$ cat src/rtl/instr_decode_stage_pkg.sv
// Shared opcode constants, decoded-field bundle and immediate assembly for the decode stage.
// Used by instr_decode_comb and instr_decode_stage.
package instr_decode_stage_pkg;

    localparam logic [6:0] OPC_OP      = 7'b0110011;
    localparam logic [6:0] OPC_OPIMM   = 7'b0010011;
    localparam logic [6:0] OPC_LOAD    = 7'b0000011;
    localparam logic [6:0] OPC_STORE   = 7'b0100011;
    localparam logic [6:0] OPC_BRANCH  = 7'b1100011;
    localparam logic [6:0] OPC_LUI     = 7'b0110111;
    localparam logic [6:0] OPC_AUIPC   = 7'b0010111;
    localparam logic [6:0] OPC_JAL     = 7'b1101111;
    localparam logic [6:0] OPC_JALR    = 7'b1100111;
    localparam logic [6:0] OPC_FENCE   = 7'b0001111;
    localparam logic [6:0] OPC_SYSTEM  = 7'b1110011;
    localparam logic [6:0] OPC_OP32    = 7'b0111011;
    localparam logic [6:0] OPC_OPIMM32 = 7'b0011011;

    typedef enum logic [2:0] {
        FMT_NONE,
        FMT_I,
        FMT_S,
        FMT_B,
        FMT_U,
        FMT_J
    } imm_fmt_e;

    typedef struct packed {
        logic [4:0] rs1;
        logic [4:0] rs2;
        logic [4:0] rd;
        logic [6:0] opcode;
        logic [2:0] funct3;
        logic [6:0] funct7;
        logic       rs1_en;
        logic       rs2_en;
        logic       rd_we;
        logic       illegal;
    } dec_fields_t;

    // Immediate as a 32-bit signed value; the caller widens it to XLEN.
    function automatic logic [31:0] imm32(input logic [31:0] instr, input imm_fmt_e fmt);
        logic [31:0] v;
        case (fmt)
            FMT_I:   v = {{20{instr[31]}}, instr[31:20]};
            FMT_S:   v = {{20{instr[31]}}, instr[31:25], instr[11:7]};
            FMT_B:   v = {{19{instr[31]}}, instr[31], instr[7], instr[30:25], instr[11:8], 1'b0};
            FMT_J:   v = {{11{instr[31]}}, instr[31], instr[19:12], instr[20], instr[30:21], 1'b0};
            FMT_U:   v = {instr[31:12], 12'b0};
            default: v = 32'b0;
        endcase
        return v;
    endfunction

endpackage

$ cat src/rtl/instr_decode_stage_if.sv
// Fetch-side and execute-side handshake bundle of the decode stage.
// master = surrounding pipeline, slave = decode stage.
interface instr_decode_stage_if #(
    parameter int XLEN = 32,
    parameter int PC_W = XLEN
);
    logic            in_valid;
    logic            in_ready;
    logic [31:0]     in_instr;
    logic [PC_W-1:0] in_pc;
    logic            out_valid;
    logic            out_ready;
    logic [PC_W-1:0] out_pc;
    logic [31:0]     out_instr;
    logic [4:0]      rs1;
    logic [4:0]      rs2;
    logic [4:0]      rd;
    logic [6:0]      opcode;
    logic [2:0]      funct3;
    logic [6:0]      funct7;
    logic [XLEN-1:0] imm;
    logic            rs1_en;
    logic            rs2_en;
    logic            rd_we;
    logic            illegal;

    modport master (
        output in_valid, in_instr, in_pc, out_ready,
        input  in_ready, out_valid, out_pc, out_instr, rs1, rs2, rd, opcode,
               funct3, funct7, imm, rs1_en, rs2_en, rd_we, illegal
    );

    modport slave (
        input  in_valid, in_instr, in_pc, out_ready,
        output in_ready, out_valid, out_pc, out_instr, rs1, rs2, rd, opcode,
               funct3, funct7, imm, rs1_en, rs2_en, rd_we, illegal
    );
endinterface

$ cat src/rtl/instr_decode_comb.sv
// Purely combinational RV32I/RV64I field decode, legality check and immediate generation.
module instr_decode_comb
    import instr_decode_stage_pkg::*;
#(
    parameter int XLEN = 32
) (
    input  logic [31:0]     instr,
    output dec_fields_t     fields,
    output logic [XLEN-1:0] imm
);
    localparam bit RV64 = (XLEN == 64);

    logic [2:0] f3;
    logic [6:0] f7;
    logic       r_bad;
    logic       use_rs1;
    logic       use_rs2;
    logic       use_rd;
    logic       bad;
    imm_fmt_e   fmt;

    assign f3 = instr[14:12];
    assign f7 = instr[31:25];
    assign r_bad = !(f7 == 7'b0000000 || f7 == 7'b0100000) ||
                   (f7 == 7'b0100000 && !(f3 == 3'b000 || f3 == 3'b101));

    always_comb begin
        use_rs1 = 1'b0;
        use_rs2 = 1'b0;
        use_rd  = 1'b0;
        bad     = 1'b0;
        fmt     = FMT_NONE;
        case (instr[6:0])
            OPC_OP: begin
                use_rs1 = 1'b1; use_rs2 = 1'b1; use_rd = 1'b1;
                bad = r_bad;
            end
            OPC_OP32: begin
                use_rs1 = 1'b1; use_rs2 = 1'b1; use_rd = 1'b1;
                bad = !RV64 || r_bad;
            end
            OPC_OPIMM: begin
                use_rs1 = 1'b1; use_rd = 1'b1; fmt = FMT_I;
                // shamt[5] only exists on RV64
                bad = !RV64 && instr[25] && (f3 == 3'b001 || f3 == 3'b101);
            end
            OPC_OPIMM32: begin
                use_rs1 = 1'b1; use_rd = 1'b1; fmt = FMT_I;
                bad = !RV64;
            end
            OPC_LOAD: begin
                use_rs1 = 1'b1; use_rd = 1'b1; fmt = FMT_I;
                bad = (f3 == 3'b111) || (!RV64 && (f3 == 3'b011 || f3 == 3'b110));
            end
            OPC_STORE: begin
                use_rs1 = 1'b1; use_rs2 = 1'b1; fmt = FMT_S;
                bad = f3[2] || (!RV64 && f3 == 3'b011);
            end
            OPC_BRANCH: begin
                use_rs1 = 1'b1; use_rs2 = 1'b1; fmt = FMT_B;
                bad = (f3 == 3'b010) || (f3 == 3'b011);
            end
            OPC_LUI, OPC_AUIPC: begin
                use_rd = 1'b1; fmt = FMT_U;
            end
            OPC_JAL: begin
                use_rd = 1'b1; fmt = FMT_J;
            end
            OPC_JALR: begin
                use_rs1 = 1'b1; use_rd = 1'b1; fmt = FMT_I;
                bad = (f3 != 3'b000);
            end
            OPC_FENCE, OPC_SYSTEM: ;
            default: bad = 1'b1;
        endcase
        if (instr[1:0] != 2'b11) bad = 1'b1;

        fields         = '0;
        fields.rs1     = instr[19:15];
        fields.rs2     = instr[24:20];
        fields.rd      = instr[11:7];
        fields.opcode  = instr[6:0];
        fields.funct3  = f3;
        fields.funct7  = f7;
        fields.rs1_en  = use_rs1 && !bad;
        fields.rs2_en  = use_rs2 && !bad;
        fields.rd_we   = use_rd && !bad && (instr[11:7] != 5'd0);
        fields.illegal = bad;
        imm = bad ? '0 : XLEN'($signed(imm32(instr, fmt)));
    end
endmodule

$ cat src/rtl/instr_decode_stage.sv
// Registered decode stage: decodes on the input path, holds results in an output
// register plus one skid entry so in_ready depends only on registered state and flush.
module instr_decode_stage
    import instr_decode_stage_pkg::*;
#(
    parameter int XLEN = 32,
    parameter int PC_W = XLEN
) (
    input  logic                 clk,
    input  logic                 rst,
    input  logic                 flush,
    instr_decode_stage_if.slave  bus
);
    dec_fields_t     dec_f;
    logic [XLEN-1:0] dec_imm;

    dec_fields_t     out_f,     skid_f;
    logic [XLEN-1:0] out_imm,   skid_imm;
    logic [PC_W-1:0] out_pc,    skid_pc;
    logic [31:0]     out_instr, skid_instr;
    logic            out_valid, skid_valid;
    logic            out_free;

    instr_decode_comb #(.XLEN(XLEN)) u_dec (
        .instr  (bus.in_instr),
        .fields (dec_f),
        .imm    (dec_imm)
    );

    assign bus.in_ready = ~skid_valid & ~flush;
    assign out_free     = ~out_valid | bus.out_ready;

    always_ff @(posedge clk or posedge rst) begin
        if (rst) begin
            out_valid  <= 1'b0;
            skid_valid <= 1'b0;
            out_f      <= '0;
            out_imm    <= '0;
            out_pc     <= '0;
            out_instr  <= '0;
            skid_f     <= '0;
            skid_imm   <= '0;
            skid_pc    <= '0;
            skid_instr <= '0;
        end else if (flush) begin
            out_valid  <= 1'b0;
            skid_valid <= 1'b0;
        end else if (skid_valid) begin
            if (out_free) begin
                out_f      <= skid_f;
                out_imm    <= skid_imm;
                out_pc     <= skid_pc;
                out_instr  <= skid_instr;
                out_valid  <= 1'b1;
                skid_valid <= 1'b0;
            end
        end else if (bus.in_valid) begin
            if (out_free) begin
                out_f     <= dec_f;
                out_imm   <= dec_imm;
                out_pc    <= bus.in_pc;
                out_instr <= bus.in_instr;
                out_valid <= 1'b1;
            end else begin
                skid_f     <= dec_f;
                skid_imm   <= dec_imm;
                skid_pc    <= bus.in_pc;
                skid_instr <= bus.in_instr;
                skid_valid <= 1'b1;
            end
        end else if (bus.out_ready) begin
            out_valid <= 1'b0;
        end
    end

    assign bus.out_valid = out_valid;
    assign bus.out_pc    = out_pc;
    assign bus.out_instr = out_instr;
    assign bus.rs1       = out_f.rs1;
    assign bus.rs2       = out_f.rs2;
    assign bus.rd        = out_f.rd;
    assign bus.opcode    = out_f.opcode;
    assign bus.funct3    = out_f.funct3;
    assign bus.funct7    = out_f.funct7;
    assign bus.imm       = out_imm;
    assign bus.rs1_en    = out_f.rs1_en;
    assign bus.rs2_en    = out_f.rs2_en;
    assign bus.rd_we     = out_f.rd_we;
    assign bus.illegal   = out_f.illegal;
endmodule
$ cat src/flat_wrapper.sv
// flat-port wrapper written by rule: the top's interface ports become plain ports
module instr_decode_stage_flat import instr_decode_stage_pkg::*;
#(
    parameter int XLEN = 32,
    parameter int PC_W = XLEN
)
  (clk, rst, flush, bus_in_valid, bus_in_instr, bus_in_pc, bus_out_ready, bus_in_ready, bus_out_valid, bus_out_pc, bus_out_instr, bus_rs1, bus_rs2, bus_rd, bus_opcode, bus_funct3, bus_funct7, bus_imm, bus_rs1_en, bus_rs2_en, bus_rd_we, bus_illegal);
  instr_decode_stage_if #(.XLEN(XLEN), .PC_W(PC_W)) bus_i ();
  input  logic clk;
  input  logic rst;
  input  logic flush;
  input wire logic [$bits(bus_i.in_valid)-1:0] bus_in_valid;
  input wire logic [$bits(bus_i.in_instr)-1:0] bus_in_instr;
  input wire logic [$bits(bus_i.in_pc)-1:0] bus_in_pc;
  input wire logic [$bits(bus_i.out_ready)-1:0] bus_out_ready;
  output wire logic [$bits(bus_i.in_ready)-1:0] bus_in_ready;
  output wire logic [$bits(bus_i.out_valid)-1:0] bus_out_valid;
  output wire logic [$bits(bus_i.out_pc)-1:0] bus_out_pc;
  output wire logic [$bits(bus_i.out_instr)-1:0] bus_out_instr;
  output wire logic [$bits(bus_i.rs1)-1:0] bus_rs1;
  output wire logic [$bits(bus_i.rs2)-1:0] bus_rs2;
  output wire logic [$bits(bus_i.rd)-1:0] bus_rd;
  output wire logic [$bits(bus_i.opcode)-1:0] bus_opcode;
  output wire logic [$bits(bus_i.funct3)-1:0] bus_funct3;
  output wire logic [$bits(bus_i.funct7)-1:0] bus_funct7;
  output wire logic [$bits(bus_i.imm)-1:0] bus_imm;
  output wire logic [$bits(bus_i.rs1_en)-1:0] bus_rs1_en;
  output wire logic [$bits(bus_i.rs2_en)-1:0] bus_rs2_en;
  output wire logic [$bits(bus_i.rd_we)-1:0] bus_rd_we;
  output wire logic [$bits(bus_i.illegal)-1:0] bus_illegal;
  assign bus_i.in_valid = bus_in_valid;
  assign bus_i.in_instr = bus_in_instr;
  assign bus_i.in_pc = bus_in_pc;
  assign bus_i.out_ready = bus_out_ready;
  assign bus_in_ready = bus_i.in_ready;
  assign bus_out_valid = bus_i.out_valid;
  assign bus_out_pc = bus_i.out_pc;
  assign bus_out_instr = bus_i.out_instr;
  assign bus_rs1 = bus_i.rs1;
  assign bus_rs2 = bus_i.rs2;
  assign bus_rd = bus_i.rd;
  assign bus_opcode = bus_i.opcode;
  assign bus_funct3 = bus_i.funct3;
  assign bus_funct7 = bus_i.funct7;
  assign bus_imm = bus_i.imm;
  assign bus_rs1_en = bus_i.rs1_en;
  assign bus_rs2_en = bus_i.rs2_en;
  assign bus_rd_we = bus_i.rd_we;
  assign bus_illegal = bus_i.illegal;
  instr_decode_stage #(.XLEN(XLEN), .PC_W(PC_W)) u_core (.clk(clk), .rst(rst), .flush(flush), .bus(bus_i));
endmodule
$ cat config.mk
export PLATFORM = sky130hd
export DESIGN_NAME = instr_decode_stage_flat
export DESIGN_NICKNAME = d
export VERILOG_FILES = /design/src/rtl/instr_decode_stage_pkg.sv /design/src/rtl/instr_decode_stage_if.sv /design/src/rtl/instr_decode_comb.sv /design/src/rtl/instr_decode_stage.sv /design/src/flat_wrapper.sv
export SDC_FILE = /design/constraint.sdc
export NUM_CORES = 1
export LEC_CHECK = 0
export ABC_AREA = 0
export CELL_PAD_IN_SITES_DETAIL_PLACEMENT = 2
export CELL_PAD_IN_SITES_GLOBAL_PLACEMENT = 2
export CORE_UTILIZATION = 31
export CTS_CLUSTER_DIAMETER = 40
export DETAILED_ROUTE_END_ITERATION = 12
export GPL_ROUTABILITY_DRIVEN = 0
export PLACE_DENSITY = 0.77
export SLEW_MARGIN = 20
export SYNTH_ARGS = -nofsm -noshare
export SYNTH_HDL_FRONTEND = slang
export SYNTH_SLANG_ARGS = --single-unit
$ cat constraint.sdc
create_clock -name clk -period 8.4 [get_ports clk]
set_input_delay 0.84 -clock clk [delete_from_list [all_inputs] [get_ports clk]]
set_output_delay 0.84 -clock clk [all_outputs]
set_load 0.005 [all_outputs]
# Word level (Yosys, flattened, before mapping)
# Cells that the tools add are included.
totals:
  output_inout_bits: 134
  elab_cells: 124
  register_bits: 266
  in_bits: 69
classes:
  muxes: 33
  n_eq_ne: 26
  bitwise_logic: 6
  n_reduce_logical: 31
ops:
  columns: ["cell", "count"]
  rows:
  - ["32-bit 2-to-1 mux", 13]
  - ["32-bit one-hot mux with 5 select lines", 1]
  - ["36-bit 2-to-1 mux", 4]
  - ["7-bit by 6-bit == test with 1-bit output (second input constant)", 5]
  - ["7-bit == test (second input constant)", 4]
  - ["7-bit by 5-bit == test with 1-bit output (second input constant)", 3]
  - ["3-bit == test (second input constant)", 5]
  - ["3-bit one-hot mux with 5 select lines", 1]
  - ["1-bit 2-to-1 mux", 13]
  - ["3-bit by 2-bit == test with 1-bit output (second input constant)", 4]
  - ["9-bit OR reduction", 1]
  - ["1-bit logical OR", 8]
  - ["4-bit OR reduction", 2]
  - ["8-bit OR reduction", 1]
  - ["7-bit by 2-bit == test with 1-bit output (second input constant)", 1]
  - ["7-bit by 4-bit == test with 1-bit output (second input constant)", 1]
  - ["7-bit zero test", 1]
  - ["1-bit one-hot mux with 7 select lines", 1]
  - ["3-bit by 1-bit == test with 1-bit output (second input constant)", 2]
  - ["1-bit logical AND", 6]
  - ["5-bit nonzero test", 1]
  - ["5-bit OR reduction", 1]
  - ["1-bit inverter", 4]
  - ["4-bit AND reduction", 1]
  - ["10 further kinds", 12]

# Depth between registers and ports, before layout
depth:
  depth_word: 13
  ltp_mapped: 9

# By module
# Synthesis repeated with hierarchy kept, for this count alone.
hier_totals:
  hier_cells: 901
  area_unflattened_um2: 12864.8
by_module_without_submodules:
  columns: ["module", "cells_per_inst", "area_each_um2", "instances"]
  rows:
  - ["instr_decode_stage", 714, 11557.3, 1]
  - ["instr_decode_comb", 187, 1307.5, 1]

# Worst setup path after synthesis
# Ideal clock, no wire load.
synth_timing:
  path_type: "input -> register"
  start: "input bus_in_instr[4]"
  end: "register u_core.out_imm[11] (netlist: u_core.bus.imm[11])"
  t_arrival_ns: 2.452
  setup_time_ns: 0.124
  path_slack_ns: 5.824
  t_required_ns: 8.276
  path_stages: 7
  path_buffers: 2
  cell_sequence: "buf_4 -> or4b_2 -> a2111oi_4 -> a2111oi_4 -> nand4_2 -> buf_4 -> o21ai_1"
synth_between:
  elab_chain_len: 9
  elab_cells_between_ends: 28
synth_rtl:
  columns: ["element", "line", "rtl"]
  rows:
  - ["start, declared", "flat_wrapper.sv:13", "input wire logic [$bits(bus_i.in_instr)-1:0] bus_in_instr;"]
  - ["7-bit == test, or another cell as far along", "instr_decode_comb.sv:33", "case (instr[6:0])"]
  - ["4-bit OR reduction (no source line) / 2-bit OR reduction (equally long branches)", null, null]
  - ["3-bit one-hot mux with 5 select lines", "instr_decode_comb.sv:33", null]
  - ["3-bit == test, or another cell as far along", "instr_decode_stage_pkg.sv:44", "case (fmt)"]
  - ["32-bit one-hot mux with 5 select lines", "instr_decode_stage_pkg.sv:44", null]
  - ["32-bit 2-to-1 mux *", "instr_decode_comb.sv:89", "imm = bad ? '0 : XLEN'($signed(imm32(instr, fmt)));"]
  - ["32-bit 2-to-1 mux *", "instr_decode_stage.sv:58", "if (out_free) begin"]
  - ["32-bit 2-to-1 mux *", "instr_decode_stage.sv:57", "end else if (bus.in_valid) begin"]
  - ["32-bit 2-to-1 mux *", "instr_decode_stage.sv:48", "end else if (skid_valid) begin"]
  - ["end signal, assigned", "instr_decode_stage.sv:51", "out_imm <= skid_imm;"]
  - ["end signal, assigned", "instr_decode_stage.sv:60", "out_imm <= dec_imm;"]
  - ["end, declared", "instr_decode_stage.sv:18", "logic [XLEN-1:0] out_imm, skid_imm;"]
# Every way passes the cells marked *; elsewhere a longest branch is shown, timed or not. The select of a mux whose other input is x is not followed.
# A chain may end at the register's enable or synchronous reset.

# Worst setup path after layout
layout_timing:
  start: "input bus_in_instr[4]"
  end: "register u_core.out_imm[29] (netlist: u_core.bus.imm[29])"
# Same word-level chain as after synthesis.

==> impl_metrics.py <==
metrics = {
    "critical_path": {
        "crit_arrival_ns": 4.10,
        "r2r_cells": 5,
        "crit_fanout": 26,
        "crit_path_max_incr_delay_ns": 0.86,
        "cp_slowest_cell": "clkdlybuf4s50_1",
        "worst_setup_path_start_kind": "input port",
        "worstPathRequired_ns": 8.80,
        "r2r-start": "u_core.bus.out_valid",
        "regToRegEndpoint": "u_core.bus.imm[29]",
        "endpoint_kind": "register",
        "path_cells": "clkdlybuf4s50_1 > nand3b_1 > nor2_1 > a2111oi_4 > nand4_2 > o21ai_0",
        "critPathKind": "input port to register",
        "r2r_slack_ns": 5.31,
    },
    "detailed_routing": {
        "drt_iter0_drc": 350,
        "drt.antenna.violating_nets": 0,
        "wirelength_um": 31900,
        "vias_per_cell": 5.08,
        "route.detailed.drc": 0,
        "vias": 7976,
        "dr.pass1.iters": 4,
        "drt-wirelength-per-cell_um": 20.3,
    },
    "timing": {
        "worstMarginPinSlew_ns": 1.01,
        "rsz0062_at_grt": "false",
        "period_share": 0.441,
        "final.setup.tns_ns": 0,
        "skew_ns": 0.0211,
        "relSlewSlack": 0.322,
        "slew_violations": 0,
        "fmax_mhz": 270,
        "setup_violations": 0,
        "fin_ws_ns": 4.70,
        "hold_viol": 0,
        "whs_ns": 0.468,
        "fin_crit_ns": 3.70,
    },
    "yosys": {
        "ys_ff_latch": 202,
        "synth_most_common_cell": "nand2_1",
        "synth_area_um2": 9390,
        "synth_cells": 1004,
        "yosysTopAreaCellShare": 0.538,
        "yosysSeqAreaShare": 0.538,
        "yosys_warnings": 0,
        "synth_edf_count": 0,
        "synthesis.nets": 1073,
        "synth_area_leaders": "dfrtp_1 54%, nand2_1 12%, mux2i_1 6.8%",
        "synth_top_area_cell": "dfrtp_1",
        "ys_async_sr_fraction": 1.00,
        "synth_common_cells": "288 x nand2_1, 202 x dfrtp_1, 100 x o21ai_0",
        "synth.distinct_cells": 56,
        "synth_flop_cell": "dfrtp_1",
        "avgSynthCellArea_um2": 9.36,
    },
    "cells_and_area": {
        "fillers": 3102,
        "drive_gt1_frac": 0.0823,
        "diodes": 0,
        "area_delta_synth_final_pct": 36.3,
        "fin_nets": 1221,
        "final_cell_area_um2": 12800,
    },
    "cts": {
        "cts_max_level": 2,
        "clock_path_buffers": 3,
        "cts_made_buffers": 39,
        "postCtsResizedCells": 0,
        "cts-root-buf": "clkbuf_16",
        "clk_latency_ns": 0.51,
        "path_clk_slew_ns": 0.05,
        "cts_setup_buffers": 0,
        "numClockSinks": 202,
        "ctsHoldBuffers": 0,
        "cts_tree": "done",
    },
    "hold_path": {
        "holdPathStages": 2,
        "hold_path.class": "register to register",
        "hold_start": "u_core.skid_imm[8]",
        "hold_end": "u_core.skid_imm[8]",
    },
    "floorplan": {
        "die_width_um": 176,
        "start_util": 0.316,
        "fp-row-count": 63,
        "dieArea_um2": 31000,
        "die_y_um": 176,
        "fp.coreArea_um2": 29700,
        "ios": 203,
    },
    "job": {
        "drv_cap": 0,
    },
    "pwr": {
        "peakVddDrop_mv": 0.178,
        "power.density_nw_per_um2": 252,
        "finalPower_mw": 3.22,
        "leakage_nw": 5.57,
    },
    "grt": {
        "grt_overflow_total": 0,
        "grt_pass1_wl_um": 50900,
        "grt_start_max_net_pins": 136,
        "grt_pass1_vias": 8882,
        "grt_usage": 0.210,
        "antenna_found_initial": 0,
    },
    "placement": {
        "place_ws_ns": 4.22,
        "dpl.hpwl_um": 19900,
        "placed_cell_area_um2": 11500,
        "place.port_buffers": 202,
    },
    "status": {
        "status": "completed",
    },
}
-- per-stage QoR --
step / utilization / std cells
6_report: 0.431 / 1569
5_1_grt: 0.431 / 1569
4_1_cts: 0.431 / 1569
3_5_place_dp: 0.386 / 1501
3_3_place_gp: 0.386 / 1501
2_1_floorplan: - / 1004
-- layout by cell type, fill, tap and decap left out, drive strengths merged, types with 9 or more instances in the layout --
cell | Yosys | layout
and3 | 37 | 37
a22oi | 12 | 12
clkbuf | 50 | 51
a21oi | 60 | 60
a221oi | 9 | 9
mux2i | 64 | 64
nor2 | 25 | 25
clkdlybuf4s50 | 0 | 202
o21ai | 122 | 122
dfrtp | 202 | 202
nand2 | 289 | 289
o31ai | 11 | 11
-- sequential cells by signal, summed over array words and instances (netlist names) --
signal,count
u_core.bus.imm,32
u_core.bus.rd_we,1
u_core.skid_f,5
u_core.skid_instr,31
u_core.bus.funct7,1
u_core.bus.out_pc,32
u_core.bus.illegal,1
u_core.bus.rs2_en,1
u_core.skid_pc,32
u_core.bus.rs1_en,1
u_core.skid_imm,32
u_core.skid_valid,1
u_core.bus.out_valid,1
u_core.bus.out_instr,31
-- how the worst max path moves through the flow --
stage	cells past startpoint	slack, ns	from	endpoint
global route	6	4.42	bus_in_instr[6]	u_core.bus.imm[29]
detailed placement	6	4.22	bus_in_instr[4]	u_core.bus.imm[28]
global placement	6	4.31	bus_in_instr[6]	u_core.skid_imm[17]
floorplan	1	2.05	rst	u_core.bus.funct7[6]
CTS	6	4.66	bus_in_instr[4]	u_core.bus.imm[29]
finish	6	4.70	bus_in_instr[4]	u_core.bus.imm[29]
-- where the power goes --
group | leakage, nW | internal, mW | total, mW | switching (mW)
Clock | 0.652 | 1.06 | 1.60 | 0.533
Combinational | 2.30 | 0.229 | 0.436 | 0.207
Sequential | 2.62 | 1.11 | 1.19 | 0.0839
Total | 5.57 | 2.40 | 3.22 | 0.824
-- cell type report --
class / instances / area [um2] / share of cell area
Multi-Input combinational cell: 694 / 3810 / 0.298
Tap cell: 390 / 488 / 0.0381
Clock inverter: 17 / 215 / 0.0168
Timing Repair Buffer: 210 / 2080 / 0.163
Inverter: 5 / 26.3 / 0.00205
Sequential cell: 202 / 5060 / 0.395
Clock buffer: 51 / 1120 / 0.0877
-- cells by family after synthesis --
family                 share of synthesized area
flip-flops                                 0.538
XOR/XNOR                                0.000933
AND/OR/NAND/NOR                            0.188
AO/OA/AOI/OAI                              0.143
buffers and inverters                     0.0603
multiplexers                              0.0694
-- metal layers --
| layer | GRT usage | share of wire |
|---|---|---|
| met1 | 0.276 | 0.45 |
| met2 | 0.357 | 0.49 |
| met3 | 0.0314 | 0.042 |
| met4 | 0.0612 | 0.022 |
| met5 | 0 | 0 |
-- worst max-delay path: cells and delay by family --
kind | cells | cell delay (ns)
AND/OR/NAND/NOR | 3 | 1.31
buffers and inverters | 1 | 0.86
AO/OA/AOI/OAI | 2 | 1.07
No activity file was read; power rests on OpenSTA's default activity.
